File: src/rtl/hazard_ctrl.sv
// Hazard control for a 5-stage pipeline that resolves branches in ID.
// Produces operand forwarding selects for the ID stage, detects load-use
// hazards, sequences multi-cycle divides and flushes IF-ID on taken branches.
module hazard_ctrl #(
    parameter int unsigned DIV_CYCLES = 32
) (
    input  logic       clk,
    input  logic       rst_n,
    input  logic [4:0] id_rs,
    input  logic [4:0] id_rt,
    input  logic       id_use_rs,
    input  logic       id_use_rt,
    input  logic [4:0] ex_rd,
    input  logic [4:0] mem_rd,
    input  logic [4:0] wb_rd,
    input  logic       ex_regwrite,
    input  logic       mem_regwrite,
    input  logic       wb_regwrite,
    input  logic       ex_memread,
    input  logic       id_div,
    input  logic       id_branch_taken,
    output logic [1:0] fwd_a_sel,
    output logic [1:0] fwd_b_sel,
    output logic       pc_stall,
    output logic       ifid_stall,
    output logic       idex_flush,
    output logic       ifid_flush,
    output logic       div_start,
    output logic       div_busy
);

    typedef enum logic [1:0] {
        RUN      = 2'd0,
        DIV_WAIT = 2'd1,
        DIV_DONE = 2'd2
    } state_t;

    // Wait-counter reload: counting down to zero gives DIV_CYCLES wait cycles.
    localparam logic [5:0] DIV_LOAD = 6'(DIV_CYCLES - 1);

    state_t     state;
    state_t     state_next;
    logic [5:0] cnt;
    logic [5:0] cnt_next;
    logic       load_use;

    // Youngest producer wins; a load still in EX has no data to forward yet,
    // and register 0 is hardwired so it is never forwarded.
    function automatic logic [1:0] fwd_sel(input logic [4:0] src, input logic use_src);
        logic [1:0] sel;
        sel = 2'b00;
        if (use_src && (src != 5'd0)) begin
            if (ex_regwrite && !ex_memread && (ex_rd == src)) begin
                sel = 2'b01;
            end else if (mem_regwrite && (mem_rd == src)) begin
                sel = 2'b10;
            end else if (wb_regwrite && (wb_rd == src)) begin
                sel = 2'b11;
            end
        end
        return sel;
    endfunction

    // Forwarding selects stay live in every state so the divider can sample
    // its operands through them at launch.
    always_comb begin
        fwd_a_sel = fwd_sel(id_rs, id_use_rs);
        fwd_b_sel = fwd_sel(id_rt, id_use_rt);
    end

    // A load in EX whose destination is read by the ID instruction.
    always_comb begin
        load_use = ex_memread && ex_regwrite && (ex_rd != 5'd0) &&
                   ((id_use_rs && (ex_rd == id_rs)) || (id_use_rt && (ex_rd == id_rt)));
    end

    // State and wait counter; reset aborts any divide in flight.
    always_ff @(posedge clk or negedge rst_n) begin
        if (!rst_n) begin
            state <= RUN;
            cnt   <= 6'd0;
        end else begin
            state <= state_next;
            cnt   <= cnt_next;
        end
    end

    // Next-state and stall/launch outputs; a load stall takes precedence over
    // accepting a divide, and the divide is retried on a later RUN cycle.
    always_comb begin
        state_next = state;
        cnt_next   = cnt;
        pc_stall   = 1'b0;
        ifid_stall = 1'b0;
        idex_flush = 1'b0;
        div_start  = 1'b0;
        div_busy   = 1'b0;
        case (state)
            RUN: begin
                if (load_use) begin
                    pc_stall   = 1'b1;
                    ifid_stall = 1'b1;
                    idex_flush = 1'b1;
                end else if (id_div) begin
                    div_start  = 1'b1;
                    pc_stall   = 1'b1;
                    ifid_stall = 1'b1;
                    idex_flush = 1'b1;
                    cnt_next   = DIV_LOAD;
                    state_next = DIV_WAIT;
                end
            end
            DIV_WAIT: begin
                pc_stall   = 1'b1;
                ifid_stall = 1'b1;
                idex_flush = 1'b1;
                div_busy   = 1'b1;
                if (cnt == 6'd0) begin
                    state_next = DIV_DONE;
                end else begin
                    cnt_next = cnt - 6'd1;
                end
            end
            DIV_DONE: begin
                state_next = RUN;
            end
            default: begin
                state_next = RUN;
            end
        endcase
    end

    // A stalled branch has not actually resolved, so it must not flush.
    assign ifid_flush = id_branch_taken & ~pc_stall;

endmodule

File: config.mk
export PLATFORM = sky130hd
export DESIGN_NAME = hazard_ctrl
export DESIGN_NICKNAME = d
export VERILOG_FILES = /design/src/rtl/hazard_ctrl.sv
export SDC_FILE = /design/constraint.sdc
export NUM_CORES = 1
export LEC_CHECK = 0
export CAP_MARGIN = 20
export CORE_MARGIN = 2
export CORE_UTILIZATION = 40
export CTS_BUF_LIST = sky130_fd_sc_hd__clkbuf_2
export DETAILED_ROUTE_END_ITERATION = 7
export PLACE_DENSITY = 0.8
export SLEW_MARGIN = 20
export SYNTH_ARGS = -nofsm -noshare
export SYNTH_HDL_FRONTEND = slang
export SYNTH_SLANG_ARGS = --single-unit
File: constraint.sdc
create_clock -name clk -period 2.6 [get_ports clk]
set_input_delay 0.52 -clock clk [delete_from_list [all_inputs] [get_ports clk]]
set_output_delay 0.52 -clock clk [all_outputs]
set_load 0.005 [all_outputs]
-- Word-level counts from Yosys, hierarchy flattened
Index checks and enable logic that the tools add are counted.
Widths: inputs -> output; s select.
- flip-flop bits (word level): 8
- bits of input ports: 35
- output and inout port bits: 10
- logic and storage cells: 62
- $add $sub $neg: 1
- equality and inequality tests: 11
- muxes and demuxes: 22
- bitwise logic cells: 2
- reductions and logical operators: 24
- operators by type and width (operator ; count):
    $eq 5x5->1 ; 6
    $mux 2 ; 11
    $mux 6 ; 3
    $reduce_bool 5->1 ; 3
    $logic_and 1x1->1 ; 14
    $pmux 6 s2 ; 1
    $ne 2x2->1 const B ; 4
    $logic_not 6->1 ; 1
    $sub 6x1->6 const B ; 1
    $mux 1 ; 5
    $pmux 2 s2 ; 1
    $reduce_and 4->1 ; 1
    $reduce_and 3->1 ; 1
    $eq 2x1->1 const B ; 1
    $logic_not 2->1 ; 1
    $pmux 1 s2 ; 1
    $reduce_bool 2->1 ; 1
    $and 1x1->1 ; 1
    $logic_not 1->1 ; 1
    $logic_or 1x1->1 ; 1
    $not 1->1 ; 1

-- Depth between registers and ports, before layout
- word-level depth: 8
- gate-level depth with buffers: 7
- gate-level depth less buffers: 7

-- Least setup slack after synthesis
Ideal clock, no wire load.
- path kind: input port to output port
- start point: in ex_rd[1]
- end point: out ifid_stall
- arrival time: 1742 ps
- data required time: 2080 ps
- slack: 338 ps
- cell stages on the path: 5
- path buffers: 1
- cell sequence: or3_1 o311a_1 a211oi_1 nor2_1 buf_4
- word-level cells in the longest chain between the ends: 6
- elaborated cells between the ends (all ways): 10
- those cells by class: 2 x eq/ne; 2 x mux; 6 x reduce/logical
- ends and longest elaborated chain (element ; line ; RTL):
    start, declared ; 13 ; input logic [4:0] ex_rd,
    $eq 5x5->1 ; 74 ; ((id_use_rs && (ex_rd == id_rs)) || (id_use_rt && (ex_rd == id_rt)));
    $logic_and 1x1->1 ; 74 ;
    $logic_or 1x1->1 ; 74 ;
    $logic_and 1x1->1 (*) ; 73 ; load_use = ex_memread && ex_regwrite && (ex_rd != 5'd0) &&
    $mux 1 (*) ; - ;
    $pmux 1 s2 (*) ; - ;
    end, declared ; 25 ; output logic ifid_stall,
Mark *: on every way between the ends. The rest lies on a longest branch, timed or not.

-- Worst setup path after layout
- start point: in id_rt[1]
- end point: out fwd_b_sel[1]
- word-level cells in the longest chain between the ends: 6
- elaborated cells between the ends (all ways): 12
- those cells by class: 3 x eq/ne; 4 x mux; 5 x reduce/logical
- ends and longest elaborated chain (element ; line ; RTL):
    start, declared ; 10 ; input logic [4:0] id_rt,
    $eq 5x5->1 ; 57 ; end else if (wb_regwrite && (wb_rd == src)) begin
    $logic_and 1x1->1 ; 57 ;
    $mux 2 ; 57 ;
    $mux 2 ; 55 ; end else if (mem_regwrite && (mem_rd == src)) begin
    $mux 2 ; 53 ; if (ex_regwrite && !ex_memread && (ex_rd == src)) begin
    $mux 2 (*) ; 52 ; if (use_src && (src != 5'd0)) begin
    end, declared ; 23 ; output logic [1:0] fwd_b_sel,
Marks and branches as above.

==> metrics.yaml <==
status: "finished, final reports clean"
firstDrtPassIters: 4
cts_tree: "done"
drc: 0
start_util_pct: 41.7
numPortBuffers: 44
fp.dieArea_um2: 2660
multi_input_area_um2: 751
gp_congestion: 0.856
tns_ns: 0
diodes: 0
vias: 1061
ctsHoldBuffers: 0
grt_max_degree: 9
clockRootBuffer: "clkbuf_2"
rr_worst_depth: 4
ctsHtreeMaxLevel: 1
drtIter0Drc: 21
vdd_drop_max_v: 0.000427
r2r-end: "cnt[5]"
p_leak_nw: 0.667
core_area_um2: 2170
antenna_found_initial: 0
overflow: 0
dp_hpwl_um: 2260
wl_um: 2830
yosys_warnings: 0
nFillCells: 168
hold_ws_ns: 0.530
synth_mux_area_share_pct: 0
synthAdderAreaFrac_pct: 2.77
final_nets: 213
synth-xor-area-share_pct: 31.0
cap_viol_max_count: 0
critPathRequiredTime_ns: 2.08
cp-start-kind: "input pin"
seq_power_share_pct: 31.5
ios: 45
synth_top_family_by_area: "XOR/XNOR gates"
ys_seq_area_share_pct: 22.1
wl_per_cell_um: 14.0
post-place-cells: 195
grt_pass1_wl_um: 4640
worst_pin_slew_ns: 0.404
cts.sinks: 8
syn_area_um2: 905
switchingPower_mw: 0.299
p_per_area_nw_per_um2: 468
pwr-share-comb_pct: 58.2
slew_violations: 0
r2r-start: "cnt[2]"
syn-num-nets: 148
synth_compound_area_share_pct: 14.8
min_path_cells: 1
clock_skew_ns: 0.0155
stdcell_area_um2: 1550
areaGrowthSynthToFinish_pct: 71.6
slew_headroom_pct: 73.0
worstPathArrival_ns: 1.99
cts.path.max_buffers: 2
worstHoldStart: "cnt[0]"
netlist_instances: 111
rsz0062_at_grt: "no"
clk_latency_ns: 0.24
p_int_mw: 0.428
hold-path-endpoint: "cnt[0]"
ys_ff_latch: 8
power.share.clock_pct: 10.3
finalCritPeriodShare_pct: 96.7
drive_above_1_share_pct: 23.6
p_sw_share_pct: 41.1
ant_nets: 0
max_freq_mhz: 398
synthSimpleGateAreaFrac_pct: 26.0
grt_usage_pct: 22.9
synth_cell_types: 30
grt_pass1_vias: 998
drt-vias-per-instance: 5.25
synth.avg_cell_area_um2: 8.15
path_class: "input pin to output pin"
p_total_mw: 0.727
instances_no_fill: 202
crit_fanout: 4
r2r_slack_ns: 0.87
die_h_um: 51.6
setup_violations: 0
async_flop_share_pct: 100
row_count: 17
regArea_um2: 200
hold_viol: 0
critPathCaptureType: "output pin"
cts_inserted_buffers: 3
path_clk_slew_ns: 0.07
hp-class: "register to register"
dpl-instance-area_um2: 1470
synth_ff_type: "dfrtp_1"
min_period_ns: 2.51
die_w_um: 51.6
synth_edf_count: 0
synth_stat cells, types with 3 or more instances:
cell type | instances | share of area, %
nand2_1 | 8 | 3.3
nor4_1 | 4 | 2.8
xor2_1 | 17 | 16
nor2_1 | 8 | 3.3
inv_1 | 4 | 1.7
o21ai_0 | 3 | 1.7
or4_1 | 3 | 2.5
dfrtp_1 | 8 | 22
nor3_1 | 6 | 3.3
xnor2_1 | 15 | 15
nand3_1 | 6 | 3.3
nand2b_1 | 3 | 2.1
worst max path at each step:
| stage | depth (start not counted) | end | start |
|---|---|---|---|
| 2_1_floorplan | 5 | ifid_stall | ex_rd[1] |
| 3_3_place_gp | 6 | ifid_flush | ex_rd[1] |
| 5_1_grt | 8 | fwd_b_sel[1] | id_rt[3] |
| 4_1_cts | 7 | div_start | ex_rd[3] |
| 3_5_place_dp | 6 | ifid_flush | ex_rd[1] |
| 6_report | 8 | fwd_b_sel[1] | id_rt[1] |
placed cells by master, fill, tap and decap left out, types with 3 or more instances in the layout:
master | netlist | layout
or4_1 | 3 | 3
buf_4 | 2 | 18
inv_1 | 4 | 4
nor2_1 | 8 | 7
nor3_1 | 6 | 4
xor2_1 | 17 | 17
clkdlybuf4s50_1 | 0 | 12
dfrtp_1 | 8 | 8
clkdlybuf4s15_1 | 0 | 6
nor4_2 | 0 | 3
nand3_1 | 6 | 5
o21ai_1 | 2 | 3
clkbuf_2 | 0 | 4
xnor2_1 | 15 | 14
dlygate4sd2_1 | 0 | 21
nand2_1 | 8 | 8
nand2b_1 | 3 | 3
power by group through the flow:
stage | clock, mW | sequential, mW | combinational [mW]
after floorplan | 0 | 0.216 | 0.255
after global placement | 0 | 0.225 | 0.402
after detailed placement | 0 | 0.230 | 0.416
after CTS | 0.0754 | 0.228 | 0.423
after global routing | 0.0821 | 0.238 | 0.471
final | 0.0749 | 0.229 | 0.423
cell type report:
class	count	area share, %
Clock buffer	3	0.967
Inverter	4	0.967
Sequential cell	8	12.9
Multi-Input combinational cell	97	48.3
Tap cell	28	2.26
Timing Repair Buffer	62	34.6
layer usage:
metal | part of all wire (%) | GRT usage, %
met3 | 6.7 | 2.59
met1 | 43 | 27.6
met2 | 49 | 42.3
met4 | 1.2 | 7.02
met5 | 0 | 0
critical path, stage by stage:
cell and delay, ns:
clkdlybuf4s15_1 0.26, xor2_1 0.21, nor4_2 0.29, and3_1 0.22
buf_4 0.11, nor2b_1 0.03, nor3_1 0.13, clkdlybuf4s15_1 0.23
state kept, by name (all words and copies together), names as in the netlist:
register  flops
state         2
cnt           6
through the flow:
step / util [%] / worst slack (ns)
4_1_cts: 71.4 / 0.00425
3_3_place_gp: 67.8 / -0.542
5_1_grt: 71.6 / 0.00507
2_1_floorplan: - / 0.338
6_report: 71.6 / 0.0852
3_5_place_dp: 67.8 / -0.586
repair_timing:
| item | 4_1_cts | 5_1_grt |
|---|---|---|
| gates resized for setup | 57 | 7 |
| setup buffers | 4 | 0 |
| endpoints found under the setup margin | 9 | 6 |
| cloned | 0 | 0 |
| pin swaps | 17 | 7 |
logic make-up (layout without fill, tap and decap cells):
family | after synthesis | in the layout
simple gates | 45 | 45
xor+xnor | 32 | 32
flops | 8 | 8
buf+inv | 6 | 69
fa+ha+maj | 2 | 2
compound gates | 18 | 18
No activity file was read; power rests on OpenSTA's default activity.
